==> src/rtl/ws2812_rx_if.sv <==
// ws2812_rx_if: bus bundle for the WS2812-style receiver.
//   din        serial NRZ line into the receiver
//   data       last latched pixel word
//   data_valid one-cycle pulse when data updates
//   frame_err  one-cycle pulse when an incomplete frame is discarded
//   dout       regenerated serial line towards the next device
// The slave modport is the receiver side; the master modport is whoever
// drives the line and consumes the decoded result.
interface ws2812_rx_if #(
  parameter int unsigned BITS_PER_LED = 24
) ();

  logic                    din;
  logic [BITS_PER_LED-1:0] data;
  logic                    data_valid;
  logic                    frame_err;
  logic                    dout;

  modport master (
    output din,
    input  data,
    input  data_valid,
    input  frame_err,
    input  dout
  );

  modport slave (
    input  din,
    output data,
    output data_valid,
    output frame_err,
    output dout
  );

endinterface

==> src/rtl/ws2812_rx.sv <==
// ws2812_rx: single-wire WS2812-style NRZ receiver.
// Captures the first BITS_PER_LED bits of each frame (MSB first), forwards all
// later bits on dout with a 3-cycle din->dout latency, and latches the captured
// word on the low latch gap.
// Ports:
//   clk     system clock
//   nreset  synchronous active-low reset
//   bus     ws2812_rx_if.slave (din in; data, data_valid, frame_err, dout out)
module ws2812_rx #(
  parameter int unsigned BITS_PER_LED = 24,
  parameter int unsigned BIT_THRESH   = 6,
  parameter int unsigned RESET_CYCLES = 500
) (
  input  logic         clk,
  input  logic         nreset,
  ws2812_rx_if.slave   bus
);

  localparam int unsigned CW  = $clog2(RESET_CYCLES + 1);
  localparam int unsigned BCW = $clog2(BITS_PER_LED + 1);

  localparam logic [CW-1:0]  GAP_MAX  = CW'(RESET_CYCLES);
  localparam logic [CW-1:0]  GAP_PRE  = CW'(RESET_CYCLES - 1);
  localparam logic [CW-1:0]  HIGH_MAX = '1;
  localparam logic [CW-1:0]  THRESH   = CW'(BIT_THRESH);
  localparam logic [BCW-1:0] BIT_LAST = BCW'(BITS_PER_LED - 1);

  typedef enum logic [1:0] {
    WAIT_GAP,
    IDLE,
    RX,
    PASS
  } state_t;

  state_t                  state;
  logic                    sync1;
  logic                    din_s;
  logic                    din_q;
  logic [CW-1:0]           low_cnt;
  logic [CW-1:0]           high_cnt;
  logic [BCW-1:0]          bit_cnt;
  logic [BITS_PER_LED-1:0] shreg;
  logic [BITS_PER_LED-1:0] data;
  logic                    data_valid;
  logic                    frame_err;
  logic                    dout;

  logic rise;
  logic fall;
  logic gap;
  logic bit_val;

  // Edge detect against the registered copy of the synchronized line.
  assign rise    = din_s & ~din_q;
  assign fall    = ~din_s & din_q;
  // Gap is the single cycle in which low_cnt reaches RESET_CYCLES.
  assign gap     = ~din_s && (low_cnt == GAP_PRE);
  // high_cnt equals the synchronized high width at the falling edge.
  assign bit_val = (high_cnt >= THRESH);

  // Synchronizer, counters and receive state machine.
  always_ff @(posedge clk) begin
    if (!nreset) begin
      state      <= WAIT_GAP;
      sync1      <= 1'b0;
      din_s      <= 1'b0;
      din_q      <= 1'b0;
      low_cnt    <= '0;
      high_cnt   <= '0;
      bit_cnt    <= '0;
      shreg      <= '0;
      data       <= '0;
      data_valid <= 1'b0;
      frame_err  <= 1'b0;
      dout       <= 1'b0;
    end else begin
      sync1 <= bus.din;
      din_s <= sync1;
      din_q <= din_s;

      if (din_s) begin
        low_cnt <= '0;
      end else if (low_cnt != GAP_MAX) begin
        low_cnt <= low_cnt + 1'b1;
      end

      // The rising-edge cycle already counts as the first high cycle.
      if (rise) begin
        high_cnt <= CW'(1);
      end else if (din_s && (high_cnt != HIGH_MAX)) begin
        high_cnt <= high_cnt + 1'b1;
      end

      data_valid <= 1'b0;
      frame_err  <= 1'b0;
      dout       <= 1'b0;

      case (state)
        // Stay deaf until a full gap so we never lock on mid-stream.
        WAIT_GAP: begin
          if (gap) begin
            state <= IDLE;
          end
        end
        IDLE: begin
          if (rise) begin
            state <= RX;
          end
        end
        RX: begin
          if (fall) begin
            shreg   <= {shreg[BITS_PER_LED-2:0], bit_val};
            bit_cnt <= bit_cnt + 1'b1;
            if (bit_cnt == BIT_LAST) begin
              state <= PASS;
            end
          end else if (gap) begin
            if (bit_cnt != '0) begin
              frame_err <= 1'b1;
            end
            bit_cnt <= '0;
            state   <= IDLE;
          end
        end
        PASS: begin
          dout <= din_s;
          if (gap) begin
            data       <= shreg;
            data_valid <= 1'b1;
            bit_cnt    <= '0;
            state      <= IDLE;
          end
        end
        default: begin
          state <= WAIT_GAP;
        end
      endcase
    end
  end

  assign bus.data       = data;
  assign bus.data_valid = data_valid;
  assign bus.frame_err  = frame_err;
  assign bus.dout       = dout;

endmodule

==> src/flat_wrapper.sv <==
// flat-port wrapper written by rule: the top's interface ports become plain ports
module ws2812_rx_flat 
#(
  parameter int unsigned BITS_PER_LED = 24,
  parameter int unsigned BIT_THRESH   = 6,
  parameter int unsigned RESET_CYCLES = 500
)
  (clk, nreset, bus_din, bus_data, bus_data_valid, bus_frame_err, bus_dout);
  ws2812_rx_if #(.BITS_PER_LED(BITS_PER_LED)) bus_i ();
  input  logic clk;
  input  logic nreset;
  input wire logic [$bits(bus_i.din)-1:0] bus_din;
  output wire logic [$bits(bus_i.data)-1:0] bus_data;
  output wire logic [$bits(bus_i.data_valid)-1:0] bus_data_valid;
  output wire logic [$bits(bus_i.frame_err)-1:0] bus_frame_err;
  output wire logic [$bits(bus_i.dout)-1:0] bus_dout;
  assign bus_i.din = bus_din;
  assign bus_data = bus_i.data;
  assign bus_data_valid = bus_i.data_valid;
  assign bus_frame_err = bus_i.frame_err;
  assign bus_dout = bus_i.dout;
  ws2812_rx #(.BITS_PER_LED(BITS_PER_LED), .BIT_THRESH(BIT_THRESH), .RESET_CYCLES(RESET_CYCLES)) u_core (.clk(clk), .nreset(nreset), .bus(bus_i));
endmodule
==> config.mk <==
export PLATFORM = sky130hd
export DESIGN_NAME = ws2812_rx_flat
export DESIGN_NICKNAME = d
export VERILOG_FILES = /design/src/rtl/ws2812_rx_if.sv /design/src/rtl/ws2812_rx.sv /design/src/flat_wrapper.sv
export SDC_FILE = /design/constraint.sdc
export NUM_CORES = 1
export LEC_CHECK = 0
export CAP_MARGIN = 20
export CORE_MARGIN = 1
export CORE_UTILIZATION = 59
export CTS_BUF_LIST = sky130_fd_sc_hd__clkbuf_8
export CTS_CLUSTER_SIZE = 8
export DETAILED_ROUTE_END_ITERATION = 10
export PLACE_DENSITY = 0.82
export SLEW_MARGIN = 20
export SYNTH_ARGS = -nofsm -noshare
export SYNTH_HDL_FRONTEND = slang
export SYNTH_SLANG_ARGS = --single-unit
==> constraint.sdc <==
create_clock -name clk -period 2.05 [get_ports clk]
set_input_delay 0.615 -clock clk [delete_from_list [all_inputs] [get_ports clk]]
set_output_delay 0.615 -clock clk [all_outputs]
set_load 0.05 [all_outputs]
# Word-level counts from Yosys, hierarchy flattened
# Cells that the tools add are included.
# op_classes
n_addsub	3
n_lt_le_gt_ge	1
eq_ne	9
muxes	12
bitwise	7
reduce_logical	14
# ops
cell	count
$add 9x1->9 const B	2
$ne 9x9->1 const B	2
$mux 5	2
$pmux 5 s2	1
$eq 9x9->1 const B	1
$ge 9x3->1 const B	1
$mux 2	4
$reduce_and 2->1	4
$pmux 2 s3	1
$reduce_or 2->1	3
$add 5x1->5 const B	1
$eq 5x5->1 const B	1
$not 1->1	5
$reduce_bool 5->1	1
$eq 2x2->1 const B	2
$mux 1	4
$reduce_bool 2->1	2
$reduce_or 4->1	1
$ne 3x3->1 const B	1
$and 1x1->1	2
$eq 2x1->1 const B	1
$logic_and 1x1->1	2
$logic_not 2->1	1
$ne 2x1->1 const B	1
# word_totals
register_bits	79
output_inout_bits	27
elab_cells	59

# Depth between registers and ports, before layout
# Gate-level depths: netlist (run 1).
# logic_depth
depth_word	5
mapped_depth	9

# Worst setup path before layout (run 1)
# No wires, ideal clock.
# synth_timing
kind	register -> register
from	register u_core.high_cnt[0]
to	register u_core.high_cnt[4]
setup_time_ns	0.121
arrival_time_ns	1.631
slack_ns	0.298
path_stages_with_launch	10
n_path_buf	1
period_less_slack_ns	1.752
path_cell_list	dfxtp_1 > ha_1 > and3_1 > and3_1 > ha_1 > nor2b_1 > buf_2 > nand4_1 > xor2_1 > nor2_1
# synth_via
elab_chain_cells	2
# synth_lines
element	line	source
start: declaration	ws2812_rx.sv:40	logic [CW-1:0] high_cnt;
start signal: assignment	ws2812_rx.sv:91	high_cnt <= high_cnt + 1'b1;
parallel branches: the longest is 2 deep, another holds $add 9x1->9	n/a	
# Parallel ways; which one is timed is not known.
# A chain may end at the register's enable or synchronous reset.

# Final worst setup path (run 1)
# Same ends and word-level chain as after synthesis.

==> reports/summary.txt, run 1 <==
Result of the run -> completed
Average wire length per cell after detail routing -> 12.5 µm
Post-synthesis instance area -> 3250 µm²
Ordered list of cells on the worst path -> ha_2, and3_1, and3_1, ha_1, nor2b_2, buf_4, nand4_1, xor2_1, nor2_1
TritonCTS clock tree -> done
Via count -> 2645
Internal power -> 2080 µW
Leakage Power -> 0.00137 µW
Setup clock skew after layout -> 0.00963 ns
Clock insertion delay at the later pin of the skew report -> 0.35 ns
Area of the die -> 5810 µm²
Portion of the post-synthesis area used by sequential elements -> 48.7%
Post-Synthesis Mean Instance Area -> 8.44 µm²
FILL cells -> 417
Area growth from synthesis to final layout -> 14.0%
Instance count of the mapped netlist -> 385
Max FO, Critical Path -> 6
Most frequent cells in the layout -> sky130_fd_sc_hd__nand2_1 (80), sky130_fd_sc_hd__dfxtp_1 (79), sky130_fd_sc_hd__a21oi_1 (32), sky130_fd_sc_hd__buf_4 (32), sky130_fd_sc_hd__nand3_1 (30)
Maximum level of the CTS H-tree -> 3
Clock transition at the register clock pins on the worst setup and hold paths after CTS -> 0.08 ns
Antenna Nets Post-Route -> 0
Number of clock buffers inserted by TritonCTS -> 9
Hold Fails Final Rpt -> 0
Commonest register cell after synthesis -> sky130_fd_sc_hd__dfxtp_1
Leftover overflow at the end of global routing -> 0
All-Layer GR Usage -> 22.4%
Post-route cell area -> 3700 µm²
Kind of capture point of the worst setup path -> flip-flop
# IOs -> 30
Width of the chip -> 76.2 µm
Number of vias per cell after detailed routing -> 5.50
Data arrival time of the critical path -> 2.16 ns
Share of async-settable or async-resettable flops after synthesis -> 0%
Worst slew pin tran -> 0.413 ns
Layout cells sized above 1 -> 14.1%
Synthesis-stage register bit count -> 79
Maximum number of pins on one net before global-route repair -> 53
Combinational group share of total power -> 2.8%
Required time at the endpoint of the critical path -> 2.29 ns
Launch instance of the worst register-to-register path -> u_core.high_cnt[0]$_SDFFE_PN0P_
Number of nets in the layout -> 420
Sum Neg Setup Slack -> 0 ns
Peak supply drop -> 0.000552 V
Ratio of total power to cell area -> 737 nW/µm²
Number of design-rule violations left by the first detailed-router iteration -> 158
Sequential cell fraction of total power -> 57.1%
Most common library cell in the layout ignoring fill and taps -> sky130_fd_sc_hd__nand2_1
Buffer cell driving the clock tree root -> sky130_fd_sc_hd__clkbuf_8
DP Worst Slack -> 0.127 ns
Highest clock rate -> 521 MHz
Distinct cell type count after synthesis -> 45
Total core area -> 5200 µm²
Register-to-Register Path Depth -> 9
Total count of max-transition violations in the final report -> 0
Ratio of final minimum period to clock period -> 93.7%
Sw Share -> 23.6%
Footprint of the multi-input gates -> 1510 µm²
Class of the tightest hold or removal check -> reg -> reg
Quantity of I/O buffers inserted on ports -> 29
First-pass GRT wire length -> 10.4 mm
Antenna diode count -> 0
Number of global-route vias before repair -> 2376
Routability-driven placement congestion ratio -> 0.824
Sum of buffers and inverters on the critical path -> 1
Initial antenna violation count -> 0
Critical Path Most Common Cell -> sky130_fd_sc_hd__and3_1
Clock share of power -> 40.0%
Area occupied by registers -> 1580 µm²
Drt total wl -> 6.00 mm
Post-Place Cell Area -> 3500 µm²
CTS max path bufs -> 2
Overall die height -> 76.2 µm
Number of remaining DRC errors -> 0
Shortest period the worst path allows -> 1.92 ns
FF-to-FF setup slack -> 0.13 ns
Reported net switching power -> 645 µW
Timing endpoint of the critical path -> u_core.high_cnt[4]$_SDFFE_PP0P_
Detailed placement HPWL -> 3.88 mm
Worst reg2reg path endpoint -> u_core.high_cnt[4]$_SDFFE_PP0P_
Slowest-stage cell, CP -> sky130_fd_sc_hd__dfxtp_1
Number of synthesis warnings -> 0
Worst-case headroom to the max-slew limit -> 72.3%
Setup-violating endpoint count in the final report -> 0
Clock sinks -> 79
Stage delay of the slowest cell on the critical path -> 0.35 ns
Cell row count -> 26
First drt pass iteration count -> 4
Initial core utilization -> 62.4%
Crit path kind -> reg -> reg
Levels on crit path -> 9
Final Worst Setup Slack -> 0.129 ns
Post-route total power -> 2730 µW
Nature of the critical path startpoint -> flip-flop
Synth Net Count -> 399
Cell type group with the largest total delay on the critical path -> simple AND/OR/NAND/NOR gates
Worst setup startpoint -> u_core.high_cnt[0]$_SDFFE_PN0P_
Number of enable-type register cells in the synthesized netlist -> 0
Hold WS -> 0.438 ns
Number of max-cap violations -> 0
==> per-layer routing <==
layer	vias up	track usage (%)	wire, µm
met3	10	5.15	236
met5	-	0	0
met1	1234	27.1	2860
met4	0	11.7	109
li1	1355	-	-
met2	46	37.3	2800
==> registers in the layout, indices dropped and copies added, names as in the netlist <==
register               count
u_core.low_cnt             9
u_core.bus.frame_err       1
u_core.bit_cnt             5
u_core.bus.dout            1
u_core.state               2
u_core.din_q               1
u_core.shreg              24
u_core.bus.data_valid      1
u_core.high_cnt            9
u_core.din_s               1
u_core.bus.data           24
u_core.sync1               1
==> worst min path at each step <==
stage	startpoint	endpoint	slack, ns	cells after the start
3_5_place_dp	u_core.sync1$_SDFF_PN0_	u_core.din_s$_SDFF_PN0_	0.42	1
6_report	u_core.sync1$_SDFF_PN0_	u_core.din_s$_SDFF_PN0_	0.44	1
4_1_cts	u_core.sync1$_SDFF_PN0_	u_core.din_s$_SDFF_PN0_	0.44	1
5_1_grt	u_core.sync1$_SDFF_PN0_	u_core.din_s$_SDFF_PN0_	0.45	1
2_1_floorplan	u_core.sync1$_SDFF_PN0_	u_core.din_s$_SDFF_PN0_	0.41	1
3_3_place_gp	u_core.sync1$_SDFF_PN0_	u_core.din_s$_SDFF_PN0_	0.41	1
==> kinds of logic after synthesis <==
group / count (synthesis) / share of synthesized area, %
adder cells (fa/ha/maj): 11 / 4.24
AND/OR/NAND/NOR: 165 / 23.9
flip-flops: 79 / 48.7
XOR/XNOR: 10 / 2.70
buffers and inverters: 36 / 5.05
AO/OA/AOI/OAI: 81 / 14.5
multiplexers: 3 / 0.925
==> cell type report <==
| type | count | area share (%) |
|---|---|---|
| Clock buffer | 11 | 4.09 |
| Clock inverter | 5 | 1.12 |
| Inverter | 10 | 1.01 |
| Multi-Input combinational cell | 270 | 40.7 |
| Sequential cell | 79 | 42.7 |
| Tap cell | 70 | 2.37 |
| Timing Repair Buffer | 36 | 7.98 |
==> power groups by stage <==
stage	combinational, µW	sequential [µW]	clock (µW)
2_1_floorplan	61.2	1590	0
3_3_place_gp	75.2	1590	0
3_5_place_dp	76.3	1590	0
4_1_cts	77.4	1560	1120
5_1_grt	85.7	1560	1190
6_report	77.6	1560	1090
==> cell usage after synthesis (3+ instances only) <==
| master | count | area share [%] |
|---|---|---|
| sky130_fd_sc_hd__or3_1 | 3 | 0.58 |
| sky130_fd_sc_hd__and2_1 | 4 | 0.77 |
| sky130_fd_sc_hd__clkbuf_1 | 13 | 1.5 |
| sky130_fd_sc_hd__a21oi_1 | 32 | 4.9 |
| sky130_fd_sc_hd__buf_2 | 8 | 1.2 |
| sky130_fd_sc_hd__and3_1 | 6 | 1.2 |
| sky130_fd_sc_hd__o21ai_0 | 22 | 3.4 |
| sky130_fd_sc_hd__nand2b_1 | 3 | 0.58 |
| sky130_fd_sc_hd__a31oi_1 | 3 | 0.58 |
| sky130_fd_sc_hd__nor2_1 | 18 | 2.1 |
| sky130_fd_sc_hd__ha_1 | 11 | 4.2 |
| sky130_fd_sc_hd__dfxtp_1 | 79 | 49 |
| sky130_fd_sc_hd__xnor2_1 | 3 | 0.81 |
| sky130_fd_sc_hd__xor2_1 | 7 | 1.9 |
| sky130_fd_sc_hd__o21ai_1 | 11 | 1.7 |
| sky130_fd_sc_hd__nand4_1 | 7 | 1.3 |
| sky130_fd_sc_hd__nand2_1 | 80 | 9.2 |
| sky130_fd_sc_hd__nand3_1 | 30 | 4.6 |
| sky130_fd_sc_hd__mux2i_1 | 3 | 0.92 |
| sky130_fd_sc_hd__inv_1 | 10 | 1.2 |
==> stage by stage <==
stage          utilization (%)  cells
6_report                  71.1    481
5_1_grt                   71.1    481
4_1_cts                   71.0    481
3_5_place_dp              67.3    465
3_3_place_gp              67.3    465
2_1_floorplan                -    385
==> what timing repair did <==
item	CTS	global route
endpoints found under the setup margin	0	4
hold buffers	0	0
buffers inserted	0	0
resized for setup	0	2
Note: power is estimated with default switching activity, not from simulation.
==> run 2: changes to the inputs <==
SETUP_SLACK_MARGIN = 0.4   (was unset)
==> reports/summary.txt, run 2 (synthesis results as in run 1) <==
Ratio of total power to cell area -> 691 nW/µm²
All-Layer GR Usage -> 22.0%
Sum Neg Setup Slack -> 0 ns
Shortest period the worst path allows -> 1.70 ns
Required time at the endpoint of the critical path -> 2.29 ns
Reported net switching power -> 623 µW
Total core area -> 5200 µm²
Number of hold buffers added after cts -> 0
Stage delay of the slowest cell on the critical path -> 0.36 ns
Cell count after placement -> 466
Finished Core Util -> 73.1%
Ratio of final minimum period to clock period -> 82.8%
First drt pass iteration count -> 4
Highest clock rate -> 589 MHz
Quantity of I/O buffers inserted on ports -> 29
Worst slew pin tran -> 0.390 ns
Via count -> 2648
Sum of buffers and inverters on the critical path -> 2
Hold Fails Final Rpt -> 0
Number of global-route vias before repair -> 2213
Result of the run -> completed
Largest regs -> u_core.bus.data (24), u_core.shreg (24)
Overall die height -> 76.2 µm
Max FO, Critical Path -> 5
Most frequent cells in the layout -> sky130_fd_sc_hd__nand2_1 (79), sky130_fd_sc_hd__dfxtp_1 (74), sky130_fd_sc_hd__buf_4 (40), sky130_fd_sc_hd__a21oi_1 (32), sky130_fd_sc_hd__nand3_1 (30)
Number of remaining DRC errors -> 0
Total count of max-transition violations in the final report -> 0
Cell row count -> 26
Cell type group with the largest total delay on the critical path -> simple AND/OR/NAND/NOR gates
Antenna diode count -> 0
Nature of the critical path startpoint -> flip-flop
Leakage Power -> 0.00141 µW
Drt total wl -> 6.23 mm
Area growth from synthesis to final layout -> 17.1%
Combinational group share of total power -> 3.4%
Sw Share -> 23.7%
Finished Layout Cells -> 491
Average wire length per cell after detail routing -> 12.7 µm
Maximum level of the CTS H-tree -> 3
Initial antenna violation count -> 0
Slowest-stage cell, CP -> sky130_fd_sc_hd__dfxtp_4
Width of the chip -> 76.2 µm
Setup-violating endpoint count in the final report -> 0
Maximum number of pins on one net before global-route repair -> 50
Clock transition at the register clock pins on the worst setup and hold paths after CTS -> 0.07 ns
Initial core utilization -> 62.4%
Clock insertion delay at the later pin of the skew report -> 0.36 ns
Number of vias per cell after detailed routing -> 5.39
Most common library cell in the layout ignoring fill and taps -> sky130_fd_sc_hd__nand2_1
Clock share of power -> 37.3%
Ordered list of cells on the worst path -> ha_4, and3_4, and3_4, ha_4, nor2b_4, buf_4, buf_6, nand2_2, xor2_1, nor2_1
Worst-case headroom to the max-slew limit -> 74.0%
CTS max path bufs -> 2
Layout cells sized above 1 -> 19.0%
Leftover overflow at the end of global routing -> 0
# IOs -> 30
Post-route cell area -> 3800 µm²
Clock sinks -> 79
Number of design-rule violations left by the first detailed-router iteration -> 141
Setup repair after global routing missed its margin -> true
TritonCTS clock tree -> done
Post-Place Cell Area -> 3510 µm²
Crit path kind -> reg -> reg
Buffer cell driving the clock tree root -> sky130_fd_sc_hd__clkbuf_8
Setup clock skew after layout -> 0.0111 ns
Number of max-cap violations -> 0
Number of nets in the layout -> 430
Antenna Nets Post-Route -> 0
Area of the die -> 5810 µm²
Hold WS -> 0.446 ns
Kind of capture point of the worst setup path -> flip-flop
Sequential cell fraction of total power -> 59.3%
Data arrival time of the critical path -> 1.94 ns
Number of clock buffers inserted by TritonCTS -> 9
First-pass GRT wire length -> 10.2 mm
Peak supply drop -> 0.000545 V
Detailed placement HPWL -> 3.92 mm
Routability-driven placement congestion ratio -> 0.832
Internal power -> 2010 µW
Class of the tightest hold or removal check -> reg -> reg
## run 2: cell types whose count changed in the layout (fill, tap and decap cells not counted), moves of 3 or more
cell / previous run / this run
sky130_fd_sc_hd__ha_1: 10 / 7
sky130_fd_sc_hd__buf_4: 32 / 40
sky130_fd_sc_hd__buf_6: 0 / 3
sky130_fd_sc_hd__dfxtp_2: 0 / 3
sky130_fd_sc_hd__dfxtp_1: 79 / 74
## run 2: final timing paths
path	startpoint	end	slack (ns)	depth (start not counted)
worst max-delay path	u_core.high_cnt[1]$_SDFFE_PP0P_	u_core.high_cnt[2]$_SDFFE_PP0P_	0.35	10
worst max register to register	u_core.high_cnt[1]$_SDFFE_PP0P_	u_core.high_cnt[2]$_SDFFE_PP0P_	0.35	10
worst min-delay path	u_core.sync1$_SDFF_PN0_	u_core.din_s$_SDFF_PN0_	0.45	1
worst min register to register	u_core.sync1$_SDFF_PN0_	u_core.din_s$_SDFF_PN0_	0.45	1
## run 2: what timing repair did
action / 4_1_cts / 5_1_grt
cloned: 1 / 0
gates resized for setup: 6 / 19
setup endpoints to repair: 11 / 52
pin swaps: 6 / 4
buffers inserted: 4 / 4
## run 2: metrics by stage
step,total power [µW],setup slack (ns)
after floorplan,1650,0.405
after global placement,1670,0.343
after detailed placement,1670,0.306
after CTS,2640,0.306
after global routing,2720,0.259
final,2630,0.352
## run 2: area by class of cell
cell class                 count  area, µm²
clock inverter                 7       42.5
timing repair buffer          46        354
inverter                      10       37.5
sequential                    79       1590
fill                         421       1400
tap                           70       87.6
multi-input combinational    270       1570
clock buffer                   9        124
## run 2: power groups by stage
| stage | registers (µW) | clock network [µW] | logic (µW) |
|---|---|---|---|
| 3_5_place_dp | 1590 | 0 | 76.1 |
| 4_1_cts | 1560 | 1000 | 81.9 |
| 3_3_place_gp | 1590 | 0 | 74.9 |
| 2_1_floorplan | 1590 | 0 | 61.9 |
| 6_report | 1560 | 981 | 88.9 |
| 5_1_grt | 1560 | 1060 | 98.9 |
## run 2: layer usage
metal / GRT usage [%] / part of all wire [%] / wire length, µm
met1: 28.6 / 47 / 2920
met3: 5.03 / 4.3 / 268
met5: 0 / 0 / 0
met4: 11.9 / 1.9 / 119
met2: 34.0 / 47 / 2920
==> run 3: changes to the inputs <==
CORE_UTILIZATION = 53   (was 59)
PLACE_DENSITY = 0.77   (was 0.82)
clock period = 1.5 ns   (was 2.05 ns; I/O delays follow)
==> reports/summary.txt, run 3 <==
Top-area cell type share of the netlist area -> 48.7%
Distinct cell type count after synthesis -> 45
Initial core utilization -> 54.9%
Halt Stage -> global routing
Portion of the post-synthesis area used by sequential elements -> 48.7%
CTS max path bufs -> 2
Maximum level of the CTS H-tree -> 3
Post-Synthesis Mean Instance Area -> 8.44 µm²
Worst-path end type -> register data pin
Biggest area contributors in the synthesized netlist -> sky130_fd_sc_hd__dfxtp_1 (49%), sky130_fd_sc_hd__nand2_1 (9.2%), sky130_fd_sc_hd__a21oi_1 (4.9%), sky130_fd_sc_hd__nand3_1 (4.6%), sky130_fd_sc_hd__ha_1 (4.2%)
Post-Place Cell Area -> 4170 µm²
Cell row count -> 28
Post-synthesis instance area -> 3250 µm²
Clock sinks -> 79
Synthesis-stage register bit count -> 79
Result of the run -> aborted with a tool error
Commonest register cell after synthesis -> sky130_fd_sc_hd__dfxtp_1
Cell accounting for the most synthesized area -> sky130_fd_sc_hd__dfxtp_1
Overall die height -> 80.3 µm
Number of synthesis warnings -> 0
Top cell types by occurrence after synthesis -> sky130_fd_sc_hd__nand2_1 (80), sky130_fd_sc_hd__dfxtp_1 (79), sky130_fd_sc_hd__a21oi_1 (32), sky130_fd_sc_hd__nand3_1 (30), sky130_fd_sc_hd__o21ai_0 (22)
Number of hold buffers added after cts -> 0
# IOs -> 30
Share of async-settable or async-resettable flops after synthesis -> 0%
Instance count of the mapped netlist -> 385
Number of clock buffers inserted by TritonCTS -> 9
Quantity of I/O buffers inserted on ports -> 29
Width of the chip -> 80.3 µm
Buffer cell driving the clock tree root -> sky130_fd_sc_hd__clkbuf_8
End pin of the worst setup path after global-route repair -> u_core.high_cnt[7]$_SDFFE_PP0P_/D
Routability-driven placement congestion ratio -> 0.814
Error that halted the flow -> [ERROR DPL-0038] Utilization greater than 100%, impossible to legalize
Most used standard cell by instance count after synthesis -> sky130_fd_sc_hd__nand2_1
Detailed placement HPWL -> 4.60 mm
Number of enable-type register cells in the synthesized netlist -> 0
Maximum number of pins on one net before global-route repair -> 25
Synth Net Count -> 399
Cell count after placement -> 487
[run 3: cell counts after synthesis]
No cell type changed its count.
[run 3: timing repair]
item | CTS
resized for setup | 173
endpoints found under the setup margin | 101
endpoints found under the hold margin | 0
pin swaps | 91
setup buffers | 46
cloned | 12
[run 3: kinds of logic after synthesis]
group | Yosys count | synth area share [%]
adders and majority gates | 11 | 4.24
DFF | 79 | 48.7
AOI/OAI and AO/OA | 81 | 14.5
and+or+nand+nor | 165 | 23.9
buffers and inverters | 36 | 5.05
muxes | 3 | 0.925
xor gates and xnor gates | 10 | 2.70
[run 3: through the flow]
| stage | TNS (ns) | setup WS (ns) |
|---|---|---|
| after detailed placement | -1.38 | -0.234 |
| after global placement | -0.789 | -0.163 |
| after CTS | -1.68 | -0.149 |
| after floorplan | -0.684 | -0.144 |
==> run 4: changes to the inputs <==
CORE_UTILIZATION = 40   (was 53)
CTS_BUF_LIST = unset   (was sky130_fd_sc_hd__clkbuf_8)
CTS_CLUSTER_SIZE = unset   (was 8)
PLACE_DENSITY = unset   (was 0.77)
PLACE_DENSITY_LB_ADDON = 0.15   (was unset)
SETUP_SLACK_MARGIN = unset   (was 0.4)
clock period = 2 ns   (was 1.5 ns; I/O delays follow)
==> reports/summary.txt, run 4 (synthesis results as in run 1) <==
Leakage Power -> 0.00141 µW
Worst setup startpoint -> u_core.high_cnt[0]$_SDFFE_PN0P_
Total count of max-transition violations in the final report -> 0
Number of global-route vias before repair -> 2403
Number of remaining DRC errors -> 0
Antenna diode count -> 0
Number of clock buffers inserted by TritonCTS -> 9
Number of nets in the layout -> 423
Peak supply drop -> 0.000296 V
# IOs -> 30
Setup-violating endpoint count in the final report -> 0
Number of vias per cell after detailed routing -> 5.00
Met3 layer wire length in the routed design -> 194 µm
Result of the run -> completed
Register-to-Register Path Depth -> 9
Data arrival time of the critical path -> 2.06 ns
Total core area -> 7810 µm²
Number of max-cap violations -> 0
Cell row count -> 32
Area growth from synthesis to final layout -> 17.0%
Via count -> 2580
Buffer cell driving the clock tree root -> sky130_fd_sc_hd__clkbuf_8
Largest regs -> u_core.bus.data (24), u_core.shreg (24)
Area of the die -> 8480 µm²
Clock transition at the register clock pins on the worst setup and hold paths after CTS -> 0.09 ns
Total routed wire length on the met1 layer -> 3.17 mm
Maximum level of the CTS H-tree -> 3
Hold Fails Final Rpt -> 0
Overall die height -> 92.1 µm
Setup repair after global routing missed its margin -> false
FF-to-FF setup slack -> 0.16 ns
Highest clock rate -> 543 MHz
Sum Neg Setup Slack -> 0 ns
First drt pass iteration count -> 4
Kind of capture point of the worst setup path -> flip-flop
Post-CTS setup repair buffer count -> 0
Number of design-rule violations left by the first detailed-router iteration -> 89
Footprint of the multi-input gates -> 1510 µm²
Number of hold buffers added after cts -> 0
Initial core utilization -> 41.6%
Worst slew pin tran -> 0.494 ns
Number of gates resized after CTS -> 0
Max FO, Critical Path -> 5
Setup clock skew after layout -> 0.0107 ns
Class of the tightest hold or removal check -> reg -> reg
Leftover overflow at the end of global routing -> 0
FILL cells -> 786
Worst-case headroom to the max-slew limit -> 66.9%
Ratio of final minimum period to clock period -> 92.1%
TritonCTS clock tree -> done
Clock insertion delay at the later pin of the skew report -> 0.34 ns
Detailed route wirelength on metal2 -> 2.86 mm
Antenna Nets Post-Route -> 0
Finished Layout Cells -> 516
Width of the chip -> 92.1 µm
Shortest period the worst path allows -> 1.84 ns
Most common library cell in the layout ignoring fill and taps -> sky130_fd_sc_hd__nand2_1
Drt total wl -> 6.27 mm
First-pass GRT wire length -> 10.9 mm
Worst reg2reg path endpoint -> u_core.high_cnt[5]$_SDFFE_PP0P_
Nature of the critical path startpoint -> flip-flop
Quantity of I/O buffers inserted on ports -> 29
Crit path kind -> reg -> reg
Average wire length per cell after detail routing -> 12.1 µm
Required time at the endpoint of the critical path -> 2.22 ns
All-Layer GR Usage -> 15.8%
Clock sinks -> 79
Timing endpoint of the critical path -> u_core.high_cnt[5]$_SDFFE_PP0P_
Routability-driven placement congestion ratio -> 0.819
CTS max path bufs -> 2
Ratio of total power to cell area -> 821 nW/µm²
Maximum number of pins on one net before global-route repair -> 55
Most frequent cells in the layout -> sky130_fd_sc_hd__nand2_1 (80), sky130_fd_sc_hd__dfxtp_1 (79), sky130_fd_sc_hd__buf_4 (35), sky130_fd_sc_hd__a21oi_1 (32), sky130_fd_sc_hd__nand3_1 (30)
Initial antenna violation count -> 0
Detailed placement HPWL -> 4.09 mm
Layout cells sized above 1 -> 14.3%
Launch instance of the worst register-to-register path -> u_core.high_cnt[0]$_SDFFE_PN0P_
Max Used Layer -> met4
Cell count after placement -> 499
Area occupied by registers -> 1580 µm²
-- run 4: area by class of cell --
class | instances | share of cell area, %
Timing Repair Buffer | 39 | 7.97
Multi-Input combinational cell | 270 | 39.6
Clock buffer | 10 | 3.36
Clock inverter | 6 | 3.10
Inverter | 10 | 0.988
Sequential cell | 79 | 41.6
Tap cell | 102 | 3.36
-- run 4: critical path: stages, from the launching register on --
cell	delay [ns]
sky130_fd_sc_hd__dfxtp_1	0.36
sky130_fd_sc_hd__ha_2	0.22
sky130_fd_sc_hd__and3_1	0.17
sky130_fd_sc_hd__and3_1	0.17
sky130_fd_sc_hd__ha_1	0.19
sky130_fd_sc_hd__nor2b_1	0.15
sky130_fd_sc_hd__buf_4	0.16
sky130_fd_sc_hd__nand4_1	0.11
sky130_fd_sc_hd__xor2_1	0.15
sky130_fd_sc_hd__nor2_1	0.05
-- run 4: per-layer routing --
layer / up-vias / global-route usage (%)
met1: 1180 / 20.9
met4: 0 / 6.64
li1: 1358 / -
met2: 40 / 25.3
met3: 2 / 2.99
met5: - / 0
-- run 4: metrics by stage --
stage          power (µW)  instance area [µm²]  utilization (%)  hold slack, ns  setup slack, ns
2_1_floorplan        1690                 3250                -           0.412            0.248
3_3_place_gp         1720                 3550             45.4           0.415            0.200
3_5_place_dp         1720                 3550             45.4           0.422            0.135
4_1_cts              3160                 3790             48.6           0.448            0.116
5_1_grt              3230                 3800             48.7           0.483           0.0292
6_report             3120                 3800             48.7           0.444            0.157
-- run 4: power breakdown --
part / internal, µW / switching (µW) / total, µW
Sequential: 1580 / 16.1 / 1600
Clock: 841 / 598 / 1440
Combinational: 30.1 / 52.4 / 82.5
Total: 2450 / 667 / 3120
-- run 4: how the worst min path moves through the flow --
stage | start | endpoint | depth (start not counted)
detailed placement | u_core.sync1$_SDFF_PN0_ | u_core.din_s$_SDFF_PN0_ | 1
global route | u_core.bus.data[21]$_SDFFE_PN0P_ | u_core.bus.data[21]$_SDFFE_PN0P_ | 2
CTS | u_core.sync1$_SDFF_PN0_ | u_core.din_s$_SDFF_PN0_ | 1
finish | u_core.sync1$_SDFF_PN0_ | u_core.din_s$_SDFF_PN0_ | 1
global placement | u_core.sync1$_SDFF_PN0_ | u_core.din_s$_SDFF_PN0_ | 1
floorplan | u_core.sync1$_SDFF_PN0_ | u_core.din_s$_SDFF_PN0_ | 1
